`config.mk`:
```
export PLATFORM = sky130hd
export DESIGN_NAME = pal_macrocell_array_flat
export DESIGN_NICKNAME = d
export VERILOG_FILES = /design/src/rtl/pal_macrocell_array_if.sv /design/src/rtl/pal_macrocell_array.sv /design/src/flat_wrapper.sv
export SDC_FILE = /design/constraint.sdc
export NUM_CORES = 1
export LEC_CHECK = 0
export CORE_MARGIN = 2
export CORE_UTILIZATION = 45
export CTS_CLUSTER_DIAMETER = 60
export DETAILED_ROUTE_END_ITERATION = 8
export PLACE_DENSITY_LB_ADDON = 0.05
export SLEW_MARGIN = 25
export SYNTH_ARGS = -nofsm -noshare
export SYNTH_HDL_FRONTEND = slang
export SYNTH_SLANG_ARGS = --single-unit
```
`constraint.sdc`:
```
create_clock -name clk -period 4.1 [get_ports clk]
set_clock_uncertainty 0.1 [all_clocks]
set_input_delay 1.025 -clock clk [delete_from_list [all_inputs] [get_ports clk]]
set_output_delay 1.025 -clock clk [all_outputs]
set_load 0.1 [all_outputs]
```
`src/rtl/pal_macrocell_array_if.sv`:
```
// Bus bundle for pal_macrocell_array: serial config chain, run control,
// PAL input variables and outputs.
//   master : drives cfg_en, cfg_in, cfg_commit, run, in_vars; observes the rest
//   slave  : the PAL itself; drives cfg_out, cfg_valid, cfg_err, out_vals
interface pal_macrocell_array_if #(
  parameter int unsigned N = 8,
  parameter int unsigned M = 6
);
  logic         cfg_en;
  logic         cfg_in;
  logic         cfg_commit;
  logic         run;
  logic [N-1:0] in_vars;
  logic         cfg_out;
  logic         cfg_valid;
  logic         cfg_err;
  logic [M-1:0] out_vals;

  modport master (
    output cfg_en, cfg_in, cfg_commit, run, in_vars,
    input  cfg_out, cfg_valid, cfg_err, out_vals
  );

  modport slave (
    input  cfg_en, cfg_in, cfg_commit, run, in_vars,
    output cfg_out, cfg_valid, cfg_err, out_vals
  );
endinterface

```
`src/rtl/pal_macrocell_array.sv`:
```
// Programmable AND/OR array with one macrocell per output.
// Ports:
//   clk    : clock, all state updates on the rising edge
//   res_n  : asynchronous active-low reset
//   bus    : pal_macrocell_array_if slave (config chain, run, in_vars, outputs)
// Config word layout (active word c, W = 2*(N+M)):
//   c[p*W + 2k]   enables literal v[k], c[p*W + 2k+1] enables ~v[k], v = {fb, in_vars}
//   c[A + m*P + p] connects term p to sum m (A = P*W)
//   c[B + 2m] = reg_mode, c[B + 2m+1] = invert (B = A + M*P)
module pal_macrocell_array #(
  parameter int unsigned N = 8,
  parameter int unsigned M = 6,
  parameter int unsigned P = 11
) (
  input logic                    clk,
  input logic                    res_n,
  pal_macrocell_array_if.slave   bus
);
  localparam int unsigned W        = 2 * (N + M);
  localparam int unsigned A        = P * W;
  localparam int unsigned B        = A + M * P;
  localparam int unsigned CFG_BITS = B + 2 * M;
  localparam int unsigned CntW     = $clog2(CFG_BITS + 2);
  localparam logic [CntW-1:0] CntFull = CntW'(CFG_BITS);
  localparam logic [CntW-1:0] CntSat  = CntW'(CFG_BITS + 1);

  logic [CFG_BITS-1:0] shift_q, active_q;
  logic [CntW-1:0]     cnt_q;
  logic                valid_q, err_q;
  logic [M-1:0]        flop_q;

  logic [N+M-1:0] v;
  logic [P-1:0]   terms;
  logic [M-1:0]   sums;
  logic [M-1:0]   outs;
  logic           accept, reject;

  // Feedback is taken only from the flops, so the array is loop-free.
  always_comb begin
    logic t;
    logic any;
    v     = {flop_q, bus.in_vars};
    terms = '0;
    for (int p = 0; p < int'(P); p++) begin
      t   = 1'b1;
      any = 1'b0;
      for (int k = 0; k < int'(N + M); k++) begin
        if (active_q[p*W + 2*k]) begin
          t   = t & v[k];
          any = 1'b1;
        end
        if (active_q[p*W + 2*k + 1]) begin
          t   = t & ~v[k];
          any = 1'b1;
        end
      end
      // A term with no literals is 0, not the empty-AND value of 1.
      terms[p] = t & any;
    end
  end

  always_comb begin
    sums = '0;
    outs = '0;
    for (int m = 0; m < int'(M); m++) begin
      sums[m] = |(terms & active_q[A + m*P +: P]);
      outs[m] = (active_q[B + 2*m] ? flop_q[m] : sums[m]) ^ active_q[B + 2*m + 1];
    end
  end

  assign accept = bus.cfg_commit & ~bus.cfg_en & (cnt_q == CntFull);
  assign reject = bus.cfg_commit & ~accept;

  always_ff @(posedge clk or negedge res_n) begin
    if (!res_n) begin
      shift_q  <= '0;
      active_q <= '0;
      cnt_q    <= '0;
      valid_q  <= 1'b0;
      err_q    <= 1'b0;
      flop_q   <= '0;
    end else begin
      if (bus.cfg_en) begin
        shift_q <= {shift_q[CFG_BITS-2:0], bus.cfg_in};
      end
      if (bus.cfg_commit) begin
        cnt_q <= '0;
      end else if (bus.cfg_en && cnt_q != CntSat) begin
        cnt_q <= cnt_q + 1'b1;
      end
      if (accept) begin
        active_q <= shift_q;
        valid_q  <= 1'b1;
      end
      err_q <= reject;
      // A fresh config always starts from cleared macrocells.
      if (accept) begin
        flop_q <= '0;
      end else if (bus.run && valid_q) begin
        flop_q <= sums;
      end
    end
  end

  assign bus.cfg_out   = shift_q[CFG_BITS-1];
  assign bus.cfg_valid = valid_q;
  assign bus.cfg_err   = err_q;
  assign bus.out_vals  = valid_q ? outs : '0;
endmodule

```
`src/flat_wrapper.sv`:
```
// flat-port wrapper written by rule: the top's interface ports become plain ports
module pal_macrocell_array_flat 
#(
  parameter int unsigned N = 8,
  parameter int unsigned M = 6,
  parameter int unsigned P = 11
)
  (clk, res_n, bus_cfg_en, bus_cfg_in, bus_cfg_commit, bus_run, bus_in_vars, bus_cfg_out, bus_cfg_valid, bus_cfg_err, bus_out_vals);
  pal_macrocell_array_if #(.N(N), .M(M)) bus_i ();
  input logic clk;
  input logic res_n;
  input wire logic [$bits(bus_i.cfg_en)-1:0] bus_cfg_en;
  input wire logic [$bits(bus_i.cfg_in)-1:0] bus_cfg_in;
  input wire logic [$bits(bus_i.cfg_commit)-1:0] bus_cfg_commit;
  input wire logic [$bits(bus_i.run)-1:0] bus_run;
  input wire logic [$bits(bus_i.in_vars)-1:0] bus_in_vars;
  output wire logic [$bits(bus_i.cfg_out)-1:0] bus_cfg_out;
  output wire logic [$bits(bus_i.cfg_valid)-1:0] bus_cfg_valid;
  output wire logic [$bits(bus_i.cfg_err)-1:0] bus_cfg_err;
  output wire logic [$bits(bus_i.out_vals)-1:0] bus_out_vals;
  assign bus_i.cfg_en = bus_cfg_en;
  assign bus_i.cfg_in = bus_cfg_in;
  assign bus_i.cfg_commit = bus_cfg_commit;
  assign bus_i.run = bus_run;
  assign bus_i.in_vars = bus_in_vars;
  assign bus_cfg_out = bus_i.cfg_out;
  assign bus_cfg_valid = bus_i.cfg_valid;
  assign bus_cfg_err = bus_i.cfg_err;
  assign bus_out_vals = bus_i.out_vals;
  pal_macrocell_array #(.N(N), .M(M), .P(P)) u_core (.clk(clk), .res_n(res_n), .bus(bus_i));
endmodule
```
## Word-level counts from Yosys, hierarchy flattened

Index checks and enable logic that the tools add are counted.
Widths: inputs -> output; s select.

- Add/subtract/negate cells: 1
- Multiply operators: 0
- Divide/modulo/power cells: 0
- $lt $le $gt $ge: 0
- Equal/unequal tests: 2
- Shift operators: 0
- Mux-type cells: 627
- Bitwise operators: 339
- Reductions and logical operators: 10

Operator list:

| kind | number |
|---|---|
| $mux 1 | 622 |
| $and 1x1->1 | 311 |
| $and 11x11->11 | 6 |
| $reduce_or 11->1 | 6 |
| $mux 6 | 3 |
| $mux 9 | 2 |
| $not 1->1 | 16 |
| $add 9x1->9 const B | 1 |
| $eq 9x9->1 const B | 1 |
| $ne 9x9->1 const B | 1 |
| $xor 1x1->1 | 6 |
| $reduce_bool 2->1 | 2 |
| $logic_and 1x1->1 | 2 |

- Bits in registers: 789
- Latch bits: 0
- Memory bits (writable): 0
- Memory bits (read-only): 0
- Input port bits: 14
- Output and inout port bits: 9
- Logic and storage cells: 985
- Memories kept: 0

## Logic depth before layout (Yosys ltp)

Gate-level depths: netlist of the first run.

- Depth in word-level cells: 61
- Depth in mapped cells: 10

## Worst setup path after synthesis of the first run

No wires, ideal clock.

- Path kind: input to output
- From: in bus_in_vars[2]
- To: out bus_out_vals[1]
- Arrival time: 4.716 ns
- Required time: 2.975 ns
- Slack: -1.741 ns
- Stages on the path: 7
- Path buffers: 1
- Path through: buf_2 mux2_1 a2111oi_2 and4b_1 a22oi_1 and4_1 o311ai_1

- Cells in the longest elaborated chain, start to end: 54

Ends and longest elaborated chain:

| item | RTL line | RTL |
|---|---|---|
| from (decl) | flat_wrapper.sv:16 | `input wire logic [$bits(bus_i.in_vars)-1:0] bus_in_vars;` |
| $and 1x1->1 | pal_macrocell_array.sv:49 | `t = t & v[k];` |
| $mux 1 | pal_macrocell_array.sv:48 | `if (active_q[p*W + 2*k]) begin` |
| $and 1x1->1 | pal_macrocell_array.sv:53 | `t = t & ~v[k];` |
| $mux 1 | pal_macrocell_array.sv:52 | `if (active_q[p*W + 2*k + 1]) begin` |
| $and 1x1->1 | pal_macrocell_array.sv:49 |  |
| $mux 1 | pal_macrocell_array.sv:48 |  |
| $and 1x1->1 | pal_macrocell_array.sv:53 |  |
| $mux 1 | pal_macrocell_array.sv:52 |  |
| [38 not listed] | n/a |  |
| $and 1x1->1 | pal_macrocell_array.sv:53 |  |
| $mux 1 | pal_macrocell_array.sv:52 |  |
| $and 1x1->1 | pal_macrocell_array.sv:58 | `terms[p] = t & any;` |
| $and 11x11->11 * | pal_macrocell_array.sv:66 | `sums[m] = \|(terms & active_q[A + m*P +: P]);` |
| $reduce_or 11->1 * | pal_macrocell_array.sv:66 |  |
| $mux 1 * | pal_macrocell_array.sv:67 | `outs[m] = (active_q[B + 2*m] ? flop_q[m] : sums[m]) ^ active_q[B + 2*m + 1];` |
| $xor 1x1->1 * | pal_macrocell_array.sv:67 |  |
| $mux 6 * | pal_macrocell_array.sv:108 | `assign bus.out_vals = valid_q ? outs : '0;` |
| to (decl) | flat_wrapper.sv:20 | `output wire logic [$bits(bus_i.out_vals)-1:0] bus_out_vals;` |

Mark *: on every way between the ends. The rest lies on a longest branch, timed or not.

## Worst setup path after layout of the first run

- From: in bus_in_vars[1]
- To: out bus_out_vals[3]

- Cells in the longest elaborated chain, start to end: 58

Ends and longest elaborated chain:

| item | RTL line |
|---|---|
| $and 1x1->1 | pal_macrocell_array.sv:49 |
| $mux 1 | pal_macrocell_array.sv:48 |
| $and 1x1->1 | pal_macrocell_array.sv:53 |
| $mux 1 | pal_macrocell_array.sv:52 |
| $and 1x1->1 | pal_macrocell_array.sv:49 |
| $mux 1 | pal_macrocell_array.sv:48 |
| $and 1x1->1 | pal_macrocell_array.sv:53 |
| $mux 1 | pal_macrocell_array.sv:52 |
| [42 not listed] | n/a |
| $and 1x1->1 | pal_macrocell_array.sv:53 |
| $mux 1 | pal_macrocell_array.sv:52 |
| $and 1x1->1 | pal_macrocell_array.sv:58 |
| $and 11x11->11 * | pal_macrocell_array.sv:66 |
| $reduce_or 11->1 * | pal_macrocell_array.sv:66 |
| $mux 1 * | pal_macrocell_array.sv:67 |
| $xor 1x1->1 * | pal_macrocell_array.sv:67 |
| $mux 6 * | pal_macrocell_array.sv:108 |

Marks and branches as above.

==> impl_metrics.toml, run 1 <==
[clock_tree]
root_buffer = "clkbuf_16"
cts_made_buffers = 87
tritoncts = "built"
cts_sinks = 789
clkLatencyLatePin_ps = 620
cts_buffer_depth = 3
path_clk_slew_ps = 60
h-tree-depth = 3

[sta]
tightest_slew_ps = 1020
setup_violations = 6
slew_headroom_pct = 31.8
rsz0062_at_grt = "yes"
fmax_mhz = 226
fin_worst_hold_slack_ps = 349
final_hold_viol_count = 0
drv_slew = 0
min_period_over_period_pct = 108
setup_ws_ps = -322
finalCriticalPeriod_ps = 4420

[worst_setup_path]
r2r_slack_ps = 1500
cp_max_fo = 5
startpoint_type = "primary input"
slowest_stage = "and4_1"
max_stage_delay_ps = 430
cp_num_buf_inv = 4
endpoint_kind = "primary output"
worstReg2RegStart = "u_core.flop_q[4]$_DFFE_PN0P_"
crit_required_ps = 2970
path_class = "primary input to primary output"
startpoint = "bus_in_vars[1]"
cpMostUsedCell = "buf_12"
critPathTopFamily = "simple AND/OR/NAND/NOR gates"
cp.arrival_ps = 3300
crit_chain = "buf_2 > buf_12 > buf_4 > mux2i_1 > and4_1 > nand4_1 > nand2_4 > nor4_4 > a2111oi_4 > nand4b_1 > buf_12"

[logic_synthesis]
synth_top_area_share_pct = 60.3
syn_area_per_cell_sq_um = 15.1
ys_types = 60
seq_area_frac_synth_pct = 60.3
ys.flop_type = "dfrtp_1"
async_reset_ff_share_pct = 100
synth_edf_count = 0
synthTopCellsByArea = "dfrtp_1 60%, mux2_2 22%, mux2_1 4.4%, mux2i_1 4.1%, nor4_1 1.5%"
synthMostInstantiatedCell = "dfrtp_1"
ys_warn_count = 0
synth-seq-cells = 789
synth_area_leader_cell = "dfrtp_1"
synth_nets = 2178
synth_common_cells = "789 x dfrtp_1, 652 x mux2_2, 135 x mux2i_1, 128 x mux2_1, 77 x nor4_1"
syn_inst = 2162
netlist_area_sq_um = 32700

[routing]
vias = 18400
viasPerCell = 5.51
drtAntennaViolNets = 0
drc = 0
firstDrtPassIters = 7
drt_wl_total_mm = 74.5
drt_iter0_drc = 1055
wl_per_cell_um = 22.3

[global_route]
antenna_found_initial = 0
grt_first_pass_wirelength_mm = 119
overflow = 0
grt_max_degree = 163
grt_use_total_pct = 20.6
grt_pass1_vias = 19600

[die]
core_sq_um = 71700
ios = 23
die_area_sq_um = 74900
dieHeight_um = 274
start_util_pct = 45.6
placementRows = 98
die_x_um = 274

[place]
port_buffers = 22
dp_hpwl_mm = 47.5
post-place-cells = 3138
gp_congestion = 0.825
place_area_sq_um = 35100
place_ws_ps = -950

[power_and_ir_drop]
seqPwrFrac_pct = 47.8
power.density_nw_per_um2 = 430
p_leak_uw = 0.0197
power.internal_uw = 13100
p_switching_uw = 3650
pwr-share-comb_pct = 4.4
p_sw_share_pct = 21.8
pwr-share-clk_pct = 47.8
peakVddDrop_v = 0.000403

[flow_run]
maxCapViolations = 0

[outcome]
violations = "setup timing"
outcome = "finished with violations"

[final_layout]
syn_to_final_growth_pct = 19.1
nets = 2333
drive_gt1_share_pct = 43.8
fin_area_sq_um = 39000
layout.cells.non_filler = 3338

[min_path]
hp-class = "primary input to asynchronous set/reset pin"
-- through the flow --
stage / power (uW) / util [%] / TNS [ps]
floorplan: 8450 / - / -4080
global placement: 8840 / 48.9 / -5020
detailed placement: 8860 / 48.9 / -5200
CTS: 17000 / 54.1 / -1950
global route: 17400 / 54.3 / -2370
finish: 16800 / 54.3 / -1750
-- area by class of cell --
type	count	area, sq um
diodes	1	2.50
fillers	5880	32800
well taps	950	1190
flip-flops and latches	789	19700
clock inverters	29	400
multi-input cells	1261	12900
repair buffers	176	2130
inverters	2	7.51
clock buffers	130	2550
-- cells by family (layout without fill, tap and decap cells) --
kind of cell | count (synthesis) | after routing | share of synthesized area [%]
AOI/OAI and AO/OA | 69 | 69 | 1.76
and+or+nand+nor | 265 | 265 | 5.04
other | 0 | 1 | 0
adders and majority gates | 2 | 2 | 0.0765
DFF | 789 | 789 | 60.3
buffers and inverters | 112 | 337 | 1.49
muxes | 917 | 917 | 31.1
xor gates and xnor gates | 8 | 8 | 0.214
-- power by group through the flow --
stage                     combinational, uW  clock [uW]  sequential [uW]
after global routing                    805        8540             8040
after floorplan                         328           0             8120
final                                   737        8010             8020
after global placement                  681           0             8160
after detailed placement                693           0             8160
after CTS                               757        8220             8020
-- cells in the final DEF, fill, tap and decap left out, types with 12 or more instances in the layout --
cell / synthesis / routed
clkbuf_1: 72 / 24
nand2_1: 25 / 24
clkinv_2: 0 / 12
mux2_2: 652 / 653
mux2i_1: 135 / 121
buf_6: 4 / 21
nand4b_1: 14 / 14
mux2_1: 128 / 123
buf_12: 0 / 49
dfrtp_1: 789 / 786
buf_4: 5 / 90
clkbuf_16: 0 / 90
nor2_1: 26 / 24
nand4_1: 41 / 41
clkbuf_8: 0 / 17
nor4_1: 77 / 64
nor4_2: 3 / 13
nand3_1: 15 / 13
-- what timing repair did --
action / 4_1_cts / 5_1_grt
resized for setup: 129 / 31
hold buffers: 0 / 0
setup endpoints to repair: 6 / 6
pin swaps: 45 / 18
cloned: 3 / 0
buffers inserted: 34 / 8
-- registers in the layout (all words and copies together), names as in the netlist --
name	cells
u_core.active_q	386
u_core.bus.cfg_err	1
u_core.bus.cfg_valid	1
u_core.cnt_q	9
u_core.flop_q	6
u_core.shift_q	386
-- worst paths after layout --
path	to	cells after the start
max	bus_out_vals[3]	11
min	u_core.shift_q[96]$_DFFE_PN0P_	1
max reg2reg	u_core.flop_q[0]$_DFFE_PN0P_	12
min reg2reg	u_core.active_q[312]$_DFFE_PN0P_	1
max in group asynchronous	u_core.active_q[155]$_DFFE_PN0P_	2
min in group clk	u_core.active_q[312]$_DFFE_PN0P_	1
-- routing by layer --
layer	track usage [%]	wire length, um
met1	28.8	35000
met2	32.8	35200
met3	3.25	2040
met4	6.67	2300
met5	0	0
No activity file was read; power rests on OpenSTA's default activity.
==> inputs of run 2 (changes only) <==
--- a/config.mk
+++ b/config.mk
@@ -6,7 +6,7 @@
 export NUM_CORES = 1
 export LEC_CHECK = 0
 export CORE_MARGIN = 2
-export CORE_UTILIZATION = 45
+export CORE_UTILIZATION = 50
 export CTS_CLUSTER_DIAMETER = 60
 export DETAILED_ROUTE_END_ITERATION = 8
 export PLACE_DENSITY_LB_ADDON = 0.05
==> impl_metrics.toml, run 2 (synthesis results as in run 1) <==
[outcome]
outcome = "finished with violations"
violations = "setup timing"

[die]
dieHeight_um = 260
die_area_sq_um = 67500
placementRows = 93
die_x_um = 260
ios = 23
start_util_pct = 50.7
core_sq_um = 64600

[sta]
setup_violations = 6
tightest_slew_ps = 970
setup_ws_ps = -360
rsz0062_at_grt = "yes"
drv_slew = 0
setup-tns-final_ps = -1920
finalCriticalPeriod_ps = 4460
slew_headroom_pct = 35.2
fmax_mhz = 224
final_hold_viol_count = 0
min_period_over_period_pct = 109

[clock_tree]
clkLatencyLatePin_ps = 620
root_buffer = "clkbuf_16"
cts_buffer_depth = 3
tritoncts = "built"
h-tree-depth = 3
cts_sinks = 789
path_clk_slew_ps = 60
cts_made_buffers = 83

[routing]
firstDrtPassIters = 5
drtAntennaViolNets = 0
viasPerCell = 5.71
wl_per_cell_um = 22.4
vias = 18400
drt_iter0_drc = 896
drc = 0
drt_wl_total_mm = 72.0

[power_and_ir_drop]
p_sw_share_pct = 21.7
power.internal_uw = 12800
power.total_uw = 16300
power.density_nw_per_um2 = 424
pwr-share-clk_pct = 46.6
p_leak_uw = 0.0196
seqPwrFrac_pct = 49.1
peakVddDrop_v = 0.000363
pwr-share-comb_pct = 4.3
p_switching_uw = 3550

[final_layout]
drive_gt1_share_pct = 43.3
n_fill_cell = 5083
final_util_pct = 59.6
top_regs = "u_core.active_q x386, u_core.shift_q x386, u_core.cnt_q x9"
final_common_cell = "dfrtp_1"
final_cell_mix = "788 x dfrtp_1, 652 x mux2_2, 125 x mux2_1"
syn_to_final_growth_pct = 17.7
nets = 2310

[flow_run]
maxCapViolations = 0

[worst_setup_path]
cpMostUsedCell = "buf_12"
slowest_stage = "nor4_4"
r2r_slack_ps = 1490
crit_chain = "buf_4 > buf_12 > buf_4 > buf_12 > mux2i_1 > and4_4 > nand4_1 > nand2_1 > nor4_4 > a2111oi_4 > nand4b_1 > buf_12"
cp_max_fo = 6
worstReg2RegStart = "u_core.active_q[307]$_DFFE_PN0P_"
path_class = "primary input to primary output"
endpoint_kind = "primary output"
crit_required_ps = 2970
cp.arrival_ps = 3330
r2r_cells = 9
startpoint_type = "primary input"
timing.rr.end = "u_core.flop_q[3]$_DFFE_PN0P_"
max_stage_delay_ps = 460
startpoint = "bus_in_vars[1]"

[global_route]
grt_pass1_vias = 19400
top_usage_layer = "met2"
grtUsageMet1_pct = 31.8
antenna_found_initial = 2
met3_usage_pct = 3.59
overflow = 0
grt_max_degree = 137
grt_first_pass_wirelength_mm = 115
use_met2_pct = 34.2
grt_use_total_pct = 22.0

[place]
port_buffers = 22
dp_hpwl_mm = 46.6
gp_congestion = 0.822
place_ws_ps = -1240

[min_path]
hp-class = "primary input to asynchronous set/reset pin"
[run 2: routing by layer]
metal	wire length, um	vias to the layer above
met2	33500	262
met3	2660	108
li1	-	8282
met4	1930	0
met1	34000	9715
met5	0	-
[run 2: cell type report]
type,instances,area [sq um],share of cell area (%)
Antenna cell,1,2.50,0.00650
Clock buffer,122,2380,6.19
Inverter,2,7.51,0.0195
Multi-Input combinational cell,1261,13000,33.7
Clock inverter,30,385,1.00
Tap cell,855,1070,2.78
Sequential cell,789,19700,51.3
Timing Repair Buffer,157,1940,5.04
[run 2: worst max-delay path, delay by kind of cell]
| kind | cells | cell delay, ps |
|---|---|---|
| and+or+nand+nor | 5 | 1270 |
| buffers and inverters | 5 | 750 |
| muxes | 1 | 120 |
| AOI/OAI and AO/OA | 1 | 150 |
[run 2: how the worst max path moves through the flow]
| stage | endpoint | cells past startpoint |
|---|---|---|
| after floorplan | bus_out_vals[5] | 8 |
| after global placement | bus_out_vals[3] | 12 |
| after detailed placement | bus_out_vals[3] | 12 |
| after CTS | bus_out_vals[1] | 14 |
| after global routing | bus_out_vals[0] | 10 |
| final | bus_out_vals[3] | 12 |
[run 2: power by group through the flow]
stage,Combinational [uW],Clock (uW),Sequential [uW]
finish,700,7600,8020
global route,762,8110,8030
CTS,713,7810,8020
detailed placement,670,0,8160
global placement,658,0,8160
floorplan,328,0,8120
[run 2: metrics by stage]
| stage | hold WS, ps | instances | area, sq um |
|---|---|---|---|
| after detailed placement | 388 | 3033 | 34900 |
| after global routing | 291 | 3216 | 38500 |
| after CTS | 283 | 3213 | 38300 |
| after global placement | 385 | 3033 | 34900 |
| final | 280 | 3217 | 38500 |
| after floorplan | 356 | 2162 | 32800 |
[run 2: repair_timing]
item,4_1_cts,5_1_grt
resized for setup,101,52
gates cloned,1,0
endpoints found under the setup margin,6,6
endpoints found under the hold margin,0,0
hold buffers,0,0
setup buffers,28,8
pin swaps,42,28
==> inputs of run 3 (changes only) <==
--- a/config.mk
+++ b/config.mk
@@ -5,11 +5,13 @@
 export SDC_FILE = /design/constraint.sdc
 export NUM_CORES = 1
 export LEC_CHECK = 0
+export CORE_ASPECT_RATIO = 1.25
 export CORE_MARGIN = 2
 export CORE_UTILIZATION = 50
 export CTS_CLUSTER_DIAMETER = 60
 export DETAILED_ROUTE_END_ITERATION = 8
 export PLACE_DENSITY_LB_ADDON = 0.05
+export REMOVE_ABC_BUFFERS = 1
 export SLEW_MARGIN = 25
 export SYNTH_ARGS = -nofsm -noshare
 export SYNTH_HDL_FRONTEND = slang
==> impl_metrics.toml, run 3 (synthesis results as in run 1) <==
[outcome]
outcome = "finished with violations"
violations = "setup timing"

[global_route]
overflow = 0
grt_use_total_pct = 22.0
met3_usage_pct = 2.94
grtUsageMet1_pct = 30.1
grt_first_pass_wirelength_mm = 115
grt_max_degree = 136
use_met2_pct = 36.6
top_usage_layer = "met2"
antenna_found_initial = 0
grt_pass1_vias = 19800

[min_path]
hp-class = "primary input to asynchronous set/reset pin"

[die]
dieHeight_um = 290
die_x_um = 233
die_area_sq_um = 67500
start_util_pct = 50.7
core_sq_um = 64500
ios = 23
placementRows = 104

[clock_tree]
cts_sinks = 789
cts_buffer_depth = 3
h-tree-depth = 3
cts_made_buffers = 82
cts-hold-fix-buffers = 0
clkLatencyLatePin_ps = 620
tritoncts = "built"
path_clk_slew_ps = 60
root_buffer = "clkbuf_16"

[place]
port_buffers = 22
gp_congestion = 0.829
post-place-cells = 3038
place_area_sq_um = 35000
dp_hpwl_mm = 47.1

[worst_setup_path]
cp_max_fo = 6
r2r_cells = 7
crit_chain = "buf_12 > mux2i_2 > nand4_1 > a211oi_4 > buf_4 > and3_4 > buf_6 > a22oi_2 > and4_1 > o211ai_1 > clkbuf_16"
crit_cells = 11
startpoint_type = "flip-flop"
slowest_stage = "dfrtp_2"
cp_num_buf_inv = 4
path_class = "flip-flop to primary output"
critPathTopFamily = "compound AO/OA/AOI/OAI gates"
max_stage_delay_ps = 410
cp.arrival_ps = 3360
crit_required_ps = 2970
endpoint_kind = "primary output"

[sta]
min_period_over_period_pct = 109
setup-tns-final_ps = -2050
drv_slew = 0
fmax_mhz = 223
final_hold_viol_count = 0
setup_violations = 6
slew_headroom_pct = 35.2
finalCriticalPeriod_ps = 4490
rsz0062_at_grt = "yes"
tightest_slew_ps = 969
setup_ws_ps = -386

[flow_run]
maxCapViolations = 0

[final_layout]
final_common_cell = "dfrtp_1"
layout.cells.non_filler = 3221
fin_area_sq_um = 38700
drive_gt1_share_pct = 43.4
antennaDiodeCount = 0
final_cell_mix = "784 x dfrtp_1, 652 x mux2_2, 124 x mux2_1"
top_regs = "u_core.active_q x386, u_core.shift_q x386, u_core.cnt_q x9"
syn_to_final_growth_pct = 18.3
nets = 2327

[power_and_ir_drop]
p_leak_uw = 0.0197
peakVddDrop_v = 0.000353
power.density_nw_per_um2 = 426
power.total_uw = 16500

[routing]
drtAntennaViolNets = 0
viasPerCell = 5.70
wl_per_cell_um = 22.4
firstDrtPassIters = 4
drc = 0
drt_iter0_drc = 981
vias = 18400
drt_wl_total_mm = 72.2
[run 3: cell count changes in the layout (fill, tap and decap cells not counted), moves of 3 or more]
| cell | delta |
|---|---|
| clkbuf_16 | +5 |
| nor4_2 | -5 |
| buf_6 | +5 |
| buf_4 | +6 |
| dfrtp_2 | +4 |
| buf_12 | +6 |
| and4_4 | -3 |
| dfrtp_1 | -4 |
| nor4_1 | +6 |
| clkbuf_1 | -9 |
| clkbuf_8 | +5 |
| inv_6 | -4 |
| and4_1 | +4 |
[run 3: cell type report]
type / instances / area (sq um)
Fill cell: 5053 / 25800
Sequential cell: 789 / 19800
Multi-Input combinational cell: 1261 / 12800
Clock buffer: 121 / 2490
Timing Repair Buffer: 175 / 2190
Tap cell: 848 / 1060
Clock inverter: 25 / 340
Inverter: 2 / 7.51
[run 3: repair_timing]
action                     4_1_cts  5_1_grt
resized for setup               95       59
setup buffers                   28       14
setup endpoints to repair        6        6
pin swaps                       33       33
[run 3: worst paths after layout]
path | from | to | slack, ps
max in group asynchronous | res_n | u_core.shift_q[2]$_DFFE_PN0P_ | 2540
hold reg to reg | u_core.shift_q[268]$_DFFE_PN0P_ | u_core.active_q[268]$_DFFE_PN0P_ | 400
setup / recovery | u_core.flop_q[1]$_DFFE_PN0P_ | bus_out_vals[5] | -390
setup reg to reg | u_core.cnt_q[5]$_DFFE_PN0P_ | u_core.active_q[365]$_DFFE_PN0P_ | 1470
hold / removal | res_n | u_core.shift_q[369]$_DFFE_PN0P_ | 300
min in group clk | u_core.shift_q[268]$_DFFE_PN0P_ | u_core.active_q[268]$_DFFE_PN0P_ | 400
[run 3: metal layers]
layer | vias to the layer above | routed length (um)
met1 | 9750 | 32300
met3 | 95 | 2080
met4 | 0 | 1620
li1 | 8282 | -
met2 | 242 | 36100
met5 | - | 0
[run 3: where the power goes]
part / switching, uW / internal (uW) / leakage, uW
combinational: 398 / 324 / 0.00733
clock: 3030 / 4710 / 0.00140
sequential: 99.7 / 7920 / 0.0110
total: 3530 / 13000 / 0.0197
[run 3: through the flow]
step | setup WS (ps) | util [%] | hold slack (ps)
after floorplan | -12140 | - | 356
after global placement | -1360 | 54.3 | 379
after detailed placement | -1440 | 54.3 | 390
after CTS | -431 | 59.5 | 283
after global routing | -501 | 60.0 | 318
final | -386 | 60.0 | 295
